<file path="src/rtl/rr_decoder_arbiter_if.sv">
// Request/grant bundle between four requesters and the round-robin arbiter.
// The requester side drives Req; the arbiter drives the grant signals.
interface rr_decoder_arbiter_if;
    logic [3:0] Req;
    logic [3:0] Gnt;
    logic [1:0] GntIdx;
    logic       GntValid;
    logic       Preempt;

    modport master (
        output Req,
        input  Gnt,
        input  GntIdx,
        input  GntValid,
        input  Preempt
    );

    modport slave (
        input  Req,
        output Gnt,
        output GntIdx,
        output GntValid,
        output Preempt
    );
endinterface

</file>
<file path="src/rtl/rr_decoder_arbiter.sv">
// Four-way round-robin arbiter with a hold timer. The winner is kept as a
// 2-bit index and decoded to a registered one-hot grant.
module rr_decoder_arbiter #(
    parameter int unsigned MAX_HOLD = 8
) (
    input logic             Clk,
    input logic             Rst,
    rr_decoder_arbiter_if.slave bus
);

    localparam logic [0:0] IDLE  = 1'b0;
    localparam logic [0:0] GRANT = 1'b1;
    localparam logic [7:0] HOLD_LAST = 8'(MAX_HOLD - 1);

    function automatic logic [3:0] decode_idx(input logic [1:0] idx, input logic valid);
        logic [3:0] onehot_v;
        case (idx)
            2'b00:   onehot_v = 4'b0001;
            2'b01:   onehot_v = 4'b0010;
            2'b10:   onehot_v = 4'b0100;
            2'b11:   onehot_v = 4'b1000;
            default: onehot_v = 4'b0000;
        endcase
        return valid ? onehot_v : 4'b0000;
    endfunction

    // Returns {found, index}: first asserted request at or after ptr, wrapping.
    function automatic logic [2:0] rr_pick(input logic [3:0] req, input logic [1:0] ptr);
        logic       found_v;
        logic [1:0] idx_v;
        logic [1:0] cand_v;
        found_v = 1'b0;
        idx_v   = 2'b00;
        for (int i = 0; i < 4; i++) begin
            cand_v  = ptr + 2'(i);
            idx_v   = (!found_v && req[cand_v]) ? cand_v : idx_v;
            found_v = found_v | req[cand_v];
        end
        return {found_v, idx_v};
    endfunction

    logic [0:0] state_r;
    logic [1:0] ptr_r;
    logic [1:0] gnt_idx_r;
    logic       gnt_valid_r;
    logic [3:0] gnt_r;
    logic       preempt_r;
    logic [7:0] hold_cnt_r;

    logic [0:0] state_s;
    logic [1:0] ptr_s;
    logic [1:0] gnt_idx_s;
    logic       gnt_valid_s;
    logic       preempt_s;
    logic [7:0] hold_cnt_s;
    logic [2:0] pick_s;
    logic       others_s;

    assign pick_s   = rr_pick(bus.Req, ptr_r);
    assign others_s = |(bus.Req & ~decode_idx(gnt_idx_r, 1'b1));

    // Next-state decision: pick a winner in IDLE, release or pre-empt in GRANT.
    always_comb begin
        state_s     = state_r;
        ptr_s       = ptr_r;
        gnt_idx_s   = gnt_idx_r;
        gnt_valid_s = gnt_valid_r;
        hold_cnt_s  = hold_cnt_r;
        preempt_s   = 1'b0;
        case (state_r)
            IDLE: begin
                if (pick_s[2]) begin
                    state_s     = GRANT;
                    gnt_idx_s   = pick_s[1:0];
                    gnt_valid_s = 1'b1;
                    hold_cnt_s  = 8'd0;
                end else begin
                    gnt_idx_s   = 2'b00;
                    gnt_valid_s = 1'b0;
                end
            end
            GRANT: begin
                // Release is tested first so a timeout coinciding with a drop is not a pre-emption.
                if (!bus.Req[gnt_idx_r]) begin
                    state_s     = IDLE;
                    gnt_idx_s   = 2'b00;
                    gnt_valid_s = 1'b0;
                    ptr_s       = gnt_idx_r + 2'd1;
                    hold_cnt_s  = 8'd0;
                end else if ((hold_cnt_r == HOLD_LAST) && others_s) begin
                    state_s     = IDLE;
                    gnt_idx_s   = 2'b00;
                    gnt_valid_s = 1'b0;
                    ptr_s       = gnt_idx_r + 2'd1;
                    hold_cnt_s  = 8'd0;
                    preempt_s   = 1'b1;
                end else begin
                    hold_cnt_s  = (hold_cnt_r == HOLD_LAST) ? hold_cnt_r : hold_cnt_r + 8'd1;
                end
            end
            default: begin
                state_s     = IDLE;
                gnt_idx_s   = 2'b00;
                gnt_valid_s = 1'b0;
                hold_cnt_s  = 8'd0;
            end
        endcase
    end

    // State and output registers with synchronous reset.
    always_ff @(posedge Clk) begin
        if (Rst) begin
            state_r     <= IDLE;
            ptr_r       <= 2'b00;
            gnt_idx_r   <= 2'b00;
            gnt_valid_r <= 1'b0;
            gnt_r       <= 4'b0000;
            preempt_r   <= 1'b0;
            hold_cnt_r  <= 8'd0;
        end else begin
            state_r     <= state_s;
            ptr_r       <= ptr_s;
            gnt_idx_r   <= gnt_idx_s;
            gnt_valid_r <= gnt_valid_s;
            gnt_r       <= decode_idx(gnt_idx_s, gnt_valid_s);
            preempt_r   <= preempt_s;
            hold_cnt_r  <= hold_cnt_s;
        end
    end

    assign bus.Gnt      = gnt_r;
    assign bus.GntIdx   = gnt_idx_r;
    assign bus.GntValid = gnt_valid_r;
    assign bus.Preempt  = preempt_r;

endmodule

</file>
<file path="src/flat_wrapper.sv">
// flat-port wrapper written by rule: the top's interface ports become plain ports
module rr_decoder_arbiter_flat 
#(
    parameter int unsigned MAX_HOLD = 8
)
  (Clk, Rst, bus_Req, bus_Gnt, bus_GntIdx, bus_GntValid, bus_Preempt);
  rr_decoder_arbiter_if bus_i ();
  input logic Clk;
  input logic Rst;
  input wire logic [$bits(bus_i.Req)-1:0] bus_Req;
  output wire logic [$bits(bus_i.Gnt)-1:0] bus_Gnt;
  output wire logic [$bits(bus_i.GntIdx)-1:0] bus_GntIdx;
  output wire logic [$bits(bus_i.GntValid)-1:0] bus_GntValid;
  output wire logic [$bits(bus_i.Preempt)-1:0] bus_Preempt;
  assign bus_i.Req = bus_Req;
  assign bus_Gnt = bus_i.Gnt;
  assign bus_GntIdx = bus_i.GntIdx;
  assign bus_GntValid = bus_i.GntValid;
  assign bus_Preempt = bus_i.Preempt;
  rr_decoder_arbiter #(.MAX_HOLD(MAX_HOLD)) u_core (.Clk(Clk), .Rst(Rst), .bus(bus_i));
endmodule
</file>
<file path="config.mk">
export PLATFORM = sky130hd
export DESIGN_NAME = rr_decoder_arbiter_flat
export DESIGN_NICKNAME = d
export VERILOG_FILES = /design/src/rtl/rr_decoder_arbiter_if.sv /design/src/rtl/rr_decoder_arbiter.sv /design/src/flat_wrapper.sv
export SDC_FILE = /design/constraint.sdc
export NUM_CORES = 1
export LEC_CHECK = 0
export ABC_CLOCK_PERIOD_IN_PS = 2650
export CORE_ASPECT_RATIO = 1.4
export CORE_MARGIN = 10
export CORE_UTILIZATION = 39
export DETAILED_ROUTE_END_ITERATION = 10
export PLACE_DENSITY = 0.57
export SLEW_MARGIN = 20
export SYNTH_ARGS = -nofsm -noshare
export SYNTH_HDL_FRONTEND = slang
export SYNTH_SLANG_ARGS = --single-unit
</file>
<file path="constraint.sdc">
create_clock -name Clk -period 2.65 [get_ports Clk]
set_clock_uncertainty 0.05 [all_clocks]
set_input_delay 0.3975 -clock Clk [delete_from_list [all_inputs] [get_ports Clk]]
set_output_delay 0.3975 -clock Clk [all_outputs]
set_load 0.02 [all_outputs]
</file>
# Yosys cells after proc, flatten, opt, wreduce, memory -nomap -nowiden
# Index checks and enable logic that the tools add are counted.
dict set report totals {
  regBits 19
  latch_bits 0
  ram_bits 0
  romBits 0
  word_cells 84
  memories 0
}
dict set report op_classes {
  addsub 5
  mul 0
  div 0
  n_lt_le_gt_ge 5
  n_eq_ne 10
  n_shift 0
  muxes 35
  bitwise 8
  n_reduce_logical 14
}
# op n
set op_table {}
lappend op_table {{$mux W8} 4}
lappend op_table {{$pmux W4 S4} 2}
lappend op_table {{$mux W2} 9}
lappend op_table {{$pmux W8 S2} 1}
lappend op_table {{$lt A2 B3 Y1 const B} 5}
lappend op_table {{$mux W1} 11}
lappend op_table {{$bmux W1 S2} 5}
lappend op_table {{$add A8 B1 Y8 const B} 1}
lappend op_table {{$eq A2 B2 Y1 const B} 4}
lappend op_table {{$eq A8 B3 Y1 const B} 1}
lappend op_table {{$add A2 B1 Y2 const B} 2}
lappend op_table {{$add A2 B2 Y2 const B} 2}
lappend op_table {{$and A4 B4 Y4} 1}
lappend op_table {{$eq A2 B1 Y1 const B} 2}
lappend op_table {{$logic_and A1 B1 Y1} 4}
lappend op_table {{$logic_not A2 Y1} 2}
lappend op_table {{$ne A4 B4 Y1 const B} 1}
lappend op_table {{$not A4 Y4} 1}
lappend op_table {{$pmux W1 S2} 2}
lappend op_table {{$pmux W2 S2} 1}
lappend op_table {{$reduce_and A2 Y1} 2}
lappend op_table {{$reduce_or A4 Y1} 1}
lappend op_table {{$logic_not A1 Y1} 3}
lappend op_table {{$not A1 Y1} 3}
lappend op_table {{5 further kinds} 7}

# Longest topological paths before layout
# Gate-level depths: netlist of the first run.
dict set report depth {
  depth_word 12
  mapped_depth 8
}

# Least setup slack after synthesis of the first run
# No wires, ideal clock.
dict set report synth_path {
  path_kind {register to register}
  startpoint {reg u_core.gnt_idx_r[0], in the netlist u_core.bus.GntIdx[0]}
  endpoint {reg u_core.hold_cnt_r[0]}
  setup_ps 64
  t_arrival_ps 1943
  slack_ps 592
  path_stages_with_launch 9
  path_buffers 1
  synth_period_minus_slack_ps 2058
  path_cell_list {dfxtp_1 > clkbuf_2 > inv_1 > ha_1 > nand2b_1 > o2111ai_4 > a221o_2 > a211o_1 > nor2_1}
}
dict set report synth_via {
  elab_chain_cells 9
}
# element line
set synth_lines {}
lappend synth_lines {{from (decl)} rr_decoder_arbiter.sv:44} ;# logic [1:0] gnt_idx_r;
lappend synth_lines {{from (signal assigned)} rr_decoder_arbiter.sv:123} ;# gnt_idx_r <= gnt_idx_s;
lappend synth_lines {{$eq A2 B2 Y1 (tied with other cells)} rr_decoder_arbiter.sv:17} ;# case (idx)
lappend synth_lines {{$pmux W4 S4} rr_decoder_arbiter.sv:17}
lappend synth_lines {{$not A4 Y4} rr_decoder_arbiter.sv:60} ;# assign others_s = |(bus.Req & ~decode_idx(gnt_idx_r, 1'b1));
lappend synth_lines {{$and A4 B4 Y4} rr_decoder_arbiter.sv:60}
lappend synth_lines {{$reduce_or A4 Y1} rr_decoder_arbiter.sv:60}
lappend synth_lines {{$logic_and A1 B1 Y1} rr_decoder_arbiter.sv:90} ;# end else if ((hold_cnt_r == HOLD_LAST) && others_s) begin
lappend synth_lines {{$mux W8} rr_decoder_arbiter.sv:90}
lappend synth_lines {{$mux W8} rr_decoder_arbiter.sv:84} ;# if (!bus.Req[gnt_idx_r]) begin
lappend synth_lines {{$pmux W8 S2} rr_decoder_arbiter.sv:70} ;# case (state_r)
lappend synth_lines {{to (signal assigned)} rr_decoder_arbiter.sv:127} ;# hold_cnt_r <= hold_cnt_s;
lappend synth_lines {{to (decl)} rr_decoder_arbiter.sv:48} ;# logic [7:0] hold_cnt_r;
# Parallel ways exist; a longest one is shown, timed or not. The select of a mux whose other input is x is not followed.
# A chain may end at the register's enable or synchronous reset.

# Worst setup path in the final report of the first run
dict set report layout_path {
  startpoint {reg u_core.gnt_idx_r[1], in the netlist u_core.bus.GntIdx[1]}
  endpoint {reg u_core.gnt_r[2], in the netlist u_core.bus.Gnt[2]}
}
dict set report layout_via {
  elab_chain_cells 11
}
# element line
set layout_lines {}
lappend layout_lines {{$eq A2 B2 Y1 (tied with other cells)} rr_decoder_arbiter.sv:17}
lappend layout_lines {{$pmux W4 S4} rr_decoder_arbiter.sv:17}
lappend layout_lines {{$not A4 Y4} rr_decoder_arbiter.sv:60}
lappend layout_lines {{$and A4 B4 Y4} rr_decoder_arbiter.sv:60}
lappend layout_lines {{$reduce_or A4 Y1} rr_decoder_arbiter.sv:60}
lappend layout_lines {{$logic_and A1 B1 Y1} rr_decoder_arbiter.sv:90}
lappend layout_lines {{$mux W2 / $mux W1 (equally long branches)} rr_decoder_arbiter.sv:90}
lappend layout_lines {{$mux W2 / $mux W1 (equally long branches)} rr_decoder_arbiter.sv:84}
lappend layout_lines {{$pmux W2 S2 / $pmux W1 S2 (equally long branches)} rr_decoder_arbiter.sv:70}
lappend layout_lines {{$eq A2 B2 Y1 (tied with other cells)} rr_decoder_arbiter.sv:17}
lappend layout_lines {{$pmux W4 S4 / $reduce_or A2 Y1 (equally long branches)} -}
lappend layout_lines {{to (signal assigned)} rr_decoder_arbiter.sv:125} ;# gnt_r <= decode_idx(gnt_idx_s, gnt_valid_s);
lappend layout_lines {{to (decl)} rr_decoder_arbiter.sv:46} ;# logic [3:0] gnt_r;
# Parallel ways exist; a longest one is shown, timed or not. The select of a mux whose other input is x is not followed.

==> summary.md, run 1 <==
| Metric | Value |
|---|---|
| Htree depth | 1 |
| Routability cong. | around 0.83 |
| Setup Total Neg Slack | 0 ns |
| RSZ-0062 raised after global routing | no |
| EDFF count, synth | 0 |
| Placeable core region | roughly 2700 um2 |
| Post-detail-place hpwl | around 1900 um |
| Hold crit path type | reg2reg |
| Avg Inst Size Synth | ~9.4 um2 |
| Total CTS buffers | 3 |
| CP Class | reg2reg |
| Die area | between 5000 and 6000 um2 |
| Ys flop type | dfxtp_1 |
| Post-synth top cells | dfxtp_1, nor2_1, a21oi_1, inv_1 |
| Die X-Extent | between 60 and 70 um |
| Comb power frac | around 22% |
| Max Cap Viol | 0 |
| Post-synth ARST share | 0% |
| Internal power | about 0.41 mW |
| Drt pass-1 iters | 2 |
| Clock share of power | about 25% |
| Initial antenna violation count | 0 |
| Cts repair resizes | 0 |
| Final Setup Violations | 0 |
| Mapped Nets | roughly 130 |
| # fillers | about 280 |
| Clk Latency, worst-skew pair | 0.30 ns |
| ANT cells | 0 |
| Status | finished clean |
| Final antenna-violating net count | 0 |
| Placed insts | about 160 |
| Drt drc | 0 |
| Syn Inst Count | approximately 120 |
| Worst Path Arrival | 2.29 ns |
| Nets@finish | 144 |
| Post-layout util | between 40% and 50% |
| Crit path required time | 2.84 ns |
| Most frequent cell after synthesis | dfxtp_1 |
| FP Rows | 22 |
| Register area share after synthesis | 34.7% |
| Clock Tree Root | clkbuf_4 |
| Fraction of layout cells with a size suffix above 1 | 13.6% |
| Distinct cells, synth | 46 |
| Setup WS pre-CTS | between 0.2 and 0.3 ns |
| PortBufs | 13 |
| Synth warnings | 0 |
| Worst slew margin | 66.0% |
| Pwr per Cell Area | approximately 460 nW/um2 |
| Die Y-Extent | just over 80 um |
| Final worst path period need | roughly 2.1 ns |
| Crit-path max FO | 7 |
| Max Slew Vio Count | 0 |
| Static Leak | ~0.45 nW |
| I/O pins | 14 |
| Syn-to-layout area delta | 18.3% |
| CP Launch Type | flop |
| CTS tree | yes |
| Clock transition at path regs | about 0.12 ns |
| 1st-iter DRT viols | 19 |
| Wirelength per Cell | 14.2 um |
| Routed vias | ~900 |
| Vias in the first global route | 918 |
| Initial Utilization | approximately two fifths |
| Leading area contributor after synthesis | dfxtp_1 |
| WL final | roughly 2400 um |
| Top cell type's share of synthesized area | 34.7% |
| Max rail drop VDD | 0.288 mV |
| Max frequency | ~0.48 GHz |
| Synthesized area | ~1100 um2 |
| GRT Util Overall | approximately a tenth |
| Largest net degree at the start of global routing | 13 |
| Sequential share of power | between 50% and 60% |
| Via density per instance | 5.44 |
| Clk sinks | 19 |
| FF+latch count, synth | 19 |
| Tightest Pin Transition | just over 0.5 ns |
| CP endpoint kind | flop |
| Footprint of the multi-input gates | slightly below 700 um2 |
| First-pass GRT wire length | about 4400 um |
| Clk buf depth | 2 |
| Final Non-Filler Cells | 168 |
| Total power | just under 0.6 mW |
| Sw Share | a little under a third |
| Grt ovf | 0 |
| Reg area | approximately 380 um2 |
| Synth top area cells | dfxtp_1, ha_1, nor2_1 |
| Hold Vio Cnt, Final | 0 |
| Post-CTS Hold Fix Bufs | 0 |
| P_sw | approximately 0.18 mW |
| Ratio of final minimum period to clock period | approximately four fifths |
| Post-CTS Setup Bufs | 0 |
| Final setup margin | between 0.5 and 0.6 ns |
==> per-stage QoR <==
stage	hold WS, ns	instance area, um2
final	0.432	1300
after detailed placement	0.422	1270
after global placement	0.406	1270
after CTS	0.438	1300
after floorplan	0.394	1100
after global routing	0.489	1300
==> worst paths after layout <==
kind                                            from                   end  slack [ns]  depth (start not counted)
worst max-delay path            u_core.bus.GntIdx[1]     u_core.bus.Gnt[2]        0.55                          6
worst min-delay path            u_core.hold_cnt_r[1]  u_core.hold_cnt_r[1]        0.43                          2
worst max register to register  u_core.bus.GntIdx[1]     u_core.bus.Gnt[2]        0.55                          6
worst min register to register  u_core.hold_cnt_r[1]  u_core.hold_cnt_r[1]        0.43                          2
==> cells in the final DEF, fill, tap and decap left out, types with 2 or more instances in the layout <==
master	instances
nand4_1	3
nor3_1	3
mux2i_1	2
nand2b_1	5
nand3_1	3
a21oi_1	7
nand2_1	4
nor3b_2	2
inv_1	7
mux2_2	2
xor2_1	5
ha_1	5
nor2_1	12
o21ai_0	3
dfxtp_1	19
clkdlybuf4s50_1	13
clkbuf_4	3
a211oi_1	2
o21ai_1	2
and2_1	3
==> critical path: stages, from the launching register on <==
cell       delay [ns]
dfxtp_1          0.50
ha_1             0.19
nand2b_1         0.16
o2111ai_4        0.18
a221oi_1         0.50
o21ai_1          0.23
nor3b_2          0.21
==> state kept, by name, summed over array words and instances (netlist names) <==
register and count:
u_core.state_r 1, u_core.bus.Gnt 4, u_core.bus.GntValid 1, u_core.bus.Preempt 1
u_core.ptr_r 2, u_core.hold_cnt_r 8, u_core.bus.GntIdx 2
==> cell type report <==
type / count / share of cell area, %
tap: 36 / 3.47
clock buffer: 3 / 1.74
multi-input combinational: 88 / 52.2
inverter: 7 / 2.03
sequential: 19 / 29.3
clock inverter: 1 / 0.579
timing repair buffer: 14 / 10.6
==> power by group through the flow <==
| stage | clock [mW] | combinational, mW | sequential, mW |
|---|---|---|---|
| finish | 0.151 | 0.133 | 0.311 |
| global route | 0.169 | 0.150 | 0.314 |
| CTS | 0.158 | 0.134 | 0.312 |
| detailed placement | 0 | 0.134 | 0.318 |
| global placement | 0 | 0.133 | 0.318 |
| floorplan | 0 | 0.0844 | 0.322 |
==> kinds of logic (layout without fill, tap and decap cells) <==
logic type               Yosys count  count (layout)  share of synthesized area [%]
XOR/XNOR                           6               6                           4.79
buffers and inverters             10              25                           3.54
AND/OR/NAND/NOR                   45              45                           24.8
multiplexers                       4               4                           3.88
adder cells (fa/ha/maj)            5               5                           5.71
AO/OA/AOI/OAI                     28              28                           22.6
flip-flops                        19              19                           34.7
==> routing by layer <==
layer	routed length [um]	vias to the layer above	GRT usage (%)
li1	-	463	-
met3	96	2	2.02
met5	0	-	0
met2	1240	10	18.0
met4	23	0	4.51
met1	1020	439	11.3
(Power assumes the default switching activity.)
==> run 2, diff against run 1 <==
--- a/config.mk
+++ b/config.mk
@@ -5,7 +5,7 @@
 export SDC_FILE = /design/constraint.sdc
 export NUM_CORES = 1
 export LEC_CHECK = 0
-export ABC_CLOCK_PERIOD_IN_PS = 2650
+export ABC_CLOCK_PERIOD_IN_PS = 2000
 export CORE_ASPECT_RATIO = 1.4
 export CORE_MARGIN = 10
 export CORE_UTILIZATION = 39
==> constraint.sdc (replaced) <==
create_clock -name Clk -period 2 [get_ports Clk]
set_clock_uncertainty 0.05 [all_clocks]
set_input_delay 0.3 -clock Clk [delete_from_list [all_inputs] [get_ports Clk]]
set_output_delay 0.3 -clock Clk [all_outputs]
set_load 0.02 [all_outputs]
==> run 2 against run 1 <==
Against the previous run:
- utilization up 7.5 points
- critical path depth shrank 1
- cell count up 12%
- setup slack worse by 0.45 ns
- die area unchanged
- first-iteration DRC count grew 37%
- routed wire length increased by 12%
- clock-buffer cell count stayed put
- largest power group unchanged
==> summary.md, run 2 (synthesis gave the netlist of run 1 again) <==
| Metric | Value |
|---|---|
| Routed vias | 993 (+8.6%) |
| Worst slew margin | 76.5% (+11 points) |
| Setup crit start | u_core.hold_cnt_r[7] |
| Final antenna-violating net count | 0 (unchanged) |
| 1st-iter DRT viols | 26 (+7) |
| Grt ovf | 0 (unchanged) |
| CP Launch Type | flop |
| Reg2Reg Capture Point | u_core.hold_cnt_r[2] |
| Post-detail-place hpwl | 2140 um (+12%) |
| R2r startpoint | u_core.hold_cnt_r[7] |
| Clock Tree Root | clkbuf_4 |
| Clk Latency, worst-skew pair | 0.29 ns (about the same) |
| Final setup margin | 0.0984 ns (-0.449 ns) |
| Ratio of final minimum period to clock period | 95.1% (+16 points) |
| Vias in the first global route | 1036 (+13%) |
| Final Setup Violations | 0 (unchanged) |
| Total power | 0.827 mW (+39%) |
| Nets@finish | 164 (+14%) |
| Top delay family on crit path | simple AND/OR/NAND/NOR gates |
| Routability cong. | 0.802 (-3.7%) |
| Crit path required time | 2.18 ns (-0.66 ns) |
| Syn-to-layout area delta | 36.6% |
| Hold Vio Cnt, Final | 0 (unchanged) |
| Hold endpoint | u_core.hold_cnt_r[1] |
| Pwr per Cell Area | 552 nW/um2 (+20%) |
| Hold Path Stages | 2 (unchanged) |
| Die X-Extent | 64.8 um (unchanged) |
| Clk sinks | 19 (unchanged) |
| Worst Path Arrival | 2.08 ns (-0.21 ns) |
| Static Leak | 0.570 nW (+26%) |
| Critical path's largest stage delay | 0.55 ns (+0.05 ns) |
| Die Y-Extent | 82.7 um (unchanged) |
| Clock transition at path regs | 0.10 ns (-0.02 ns) |
| Wirelength per Cell | 14.2 um (-0.10%) |
| Most common cell after layout, fill and taps aside | buf_4 |
| Largest net degree at the start of global routing | 12 (-1) |
| Worst hold path startpoint | u_core.hold_cnt_r[1] |
| Drt drc | 0 (unchanged) |
| Final worst path period need | 1.90 ns (-0.201 ns) |
| Post-layout util | 56.1% (+7.5 points) |
| PortBufs | 13 (unchanged) |
| Top reg by flops | u_core.hold_cnt_r |
| Total CTS buffers | 3 (unchanged) |
| Max rail drop VDD | 0.366 mV (+27%) |
| CTS tree | yes |
| WP buf/inv | 0 (unchanged) |
| R2r setup slk | 0.1 ns (-0.45 ns) |
| Htree depth | 1 (unchanged) |
| FF-to-FF path depth | 5 (-1) |
| Drt pass-1 iters | 4 (+2) |
| CP Cell Sequence | or4_4, or3_4, o31ai_4, o21ai_1, a21oi_2 |
| Initial antenna violation count | 0 (unchanged) |
| First-pass GRT wire length | 4670 um (+7.3%) |
| Hold crit path type | reg2reg |
| Commonest cells after routing, fill and taps aside | buf_4, dfxtp_1, clkdlybuf4s50_1 |
| CP endpoint kind | flop |
| Hold slack | 0.439 ns (+0.00660 ns) |
| Clk buf depth | 2 (unchanged) |
| Number of flip-flops under the largest register name | 8 (unchanged) |
| Tightest Pin Transition | 0.352 ns (-0.159 ns) |
| ANT cells | 0 (unchanged) |
| Crit-path max FO | 4 (-3) |
| CP Class | reg2reg |
| Initial Utilization | 41.0% (unchanged) |
| GRT Util Overall | 10.5% (+0.42 points) |
| Status | finished clean |
| Placeable core region | 2670 um2 (unchanged) |
| WL final | 2660 um (+12%) |
| FP Rows | 22 (unchanged) |
| Max Cap Viol | 0 (unchanged) |
| Max frequency | 0.526 GHz (+11%) |
| Via density per instance | 5.28 (-2.9%) |
| Max Slew Vio Count | 0 (unchanged) |
| Fraction of layout cells with a size suffix above 1 | 33.6% (+20 points) |
| Critical-path top delay cell | or4_4 |
| Die area | 5360 um2 (unchanged) |
| Setup WS pre-CTS | -0.225 ns (-0.497 ns) |
| I/O pins | 14 (unchanged) |
-- run 2: how the worst max path moves through the flow --
stage                           endpoint  slack, ns  depth (start not counted)
floorplan           u_core.hold_cnt_r[0]     0.0003                          8
global placement    u_core.hold_cnt_r[6]      -0.21                          5
detailed placement     u_core.bus.Gnt[2]      -0.23                          6
CTS                 u_core.hold_cnt_r[4]       0.02                          7
global route           u_core.bus.Gnt[0]      -0.02                          6
finish              u_core.hold_cnt_r[2]        0.1                          5
-- run 2: worst register-to-register path: cells and delay by family, from the launching register on --
kind / cells / cell delay (ns)
flip-flops: 1 / 0.34
AO/OA/AOI/OAI: 3 / 0.52
AND/OR/NAND/NOR: 2 / 0.94
-- run 2: metal layers --
layer / part of all wire (%) / vias to the layer above / wire, um / global-route usage, %
met5: 0 / - / 0 / 0
met4: 0.98 / 0 / 26 / 3.22
met3: 3.3 / 4 / 89 / 2.02
met2: 51 / 11 / 1370 / 20.0
met1: 44 / 478 / 1180 / 11.4
li1: - / 500 / - / -
-- run 2: layout make-up --
type | count | area [um2]
Inverter | 7 | 26.3
Multi-Input combinational cell | 88 | 726
Fill cell | 267 | 1170
Timing Repair Buffer | 34 | 288
Clock inverter | 1 | 5.00
Sequential cell | 19 | 385
Clock buffer | 3 | 22.5
Tap cell | 36 | 45.0
-- run 2: stage by stage --
stage                     instance area [um2]  setup TNS (ns)  cells
after floorplan                          1100               0    117
after global placement                   1410           -2.40    183
after detailed placement                 1410           -2.63    183
after CTS                                1440               0    187
after global routing                     1500         -0.0465    188
final                                    1500               0    188
-- run 2: what timing repair did --
action / 4_1_cts / 5_1_grt
pin swaps: 0 / 6
buffers inserted: 0 / 2
setup endpoints to repair: 1 / 11
resized for setup: 1 / 13
cloned: 0 / 0
hold buffers: 0 / 0
-- run 2: power by group --
group / total (mW) / internal [mW] / switching (mW)
Clock: 0.189 / 0.0744 / 0.115
Sequential: 0.413 / 0.396 / 0.0176
Combinational: 0.224 / 0.113 / 0.111
Total: 0.827 / 0.584 / 0.243
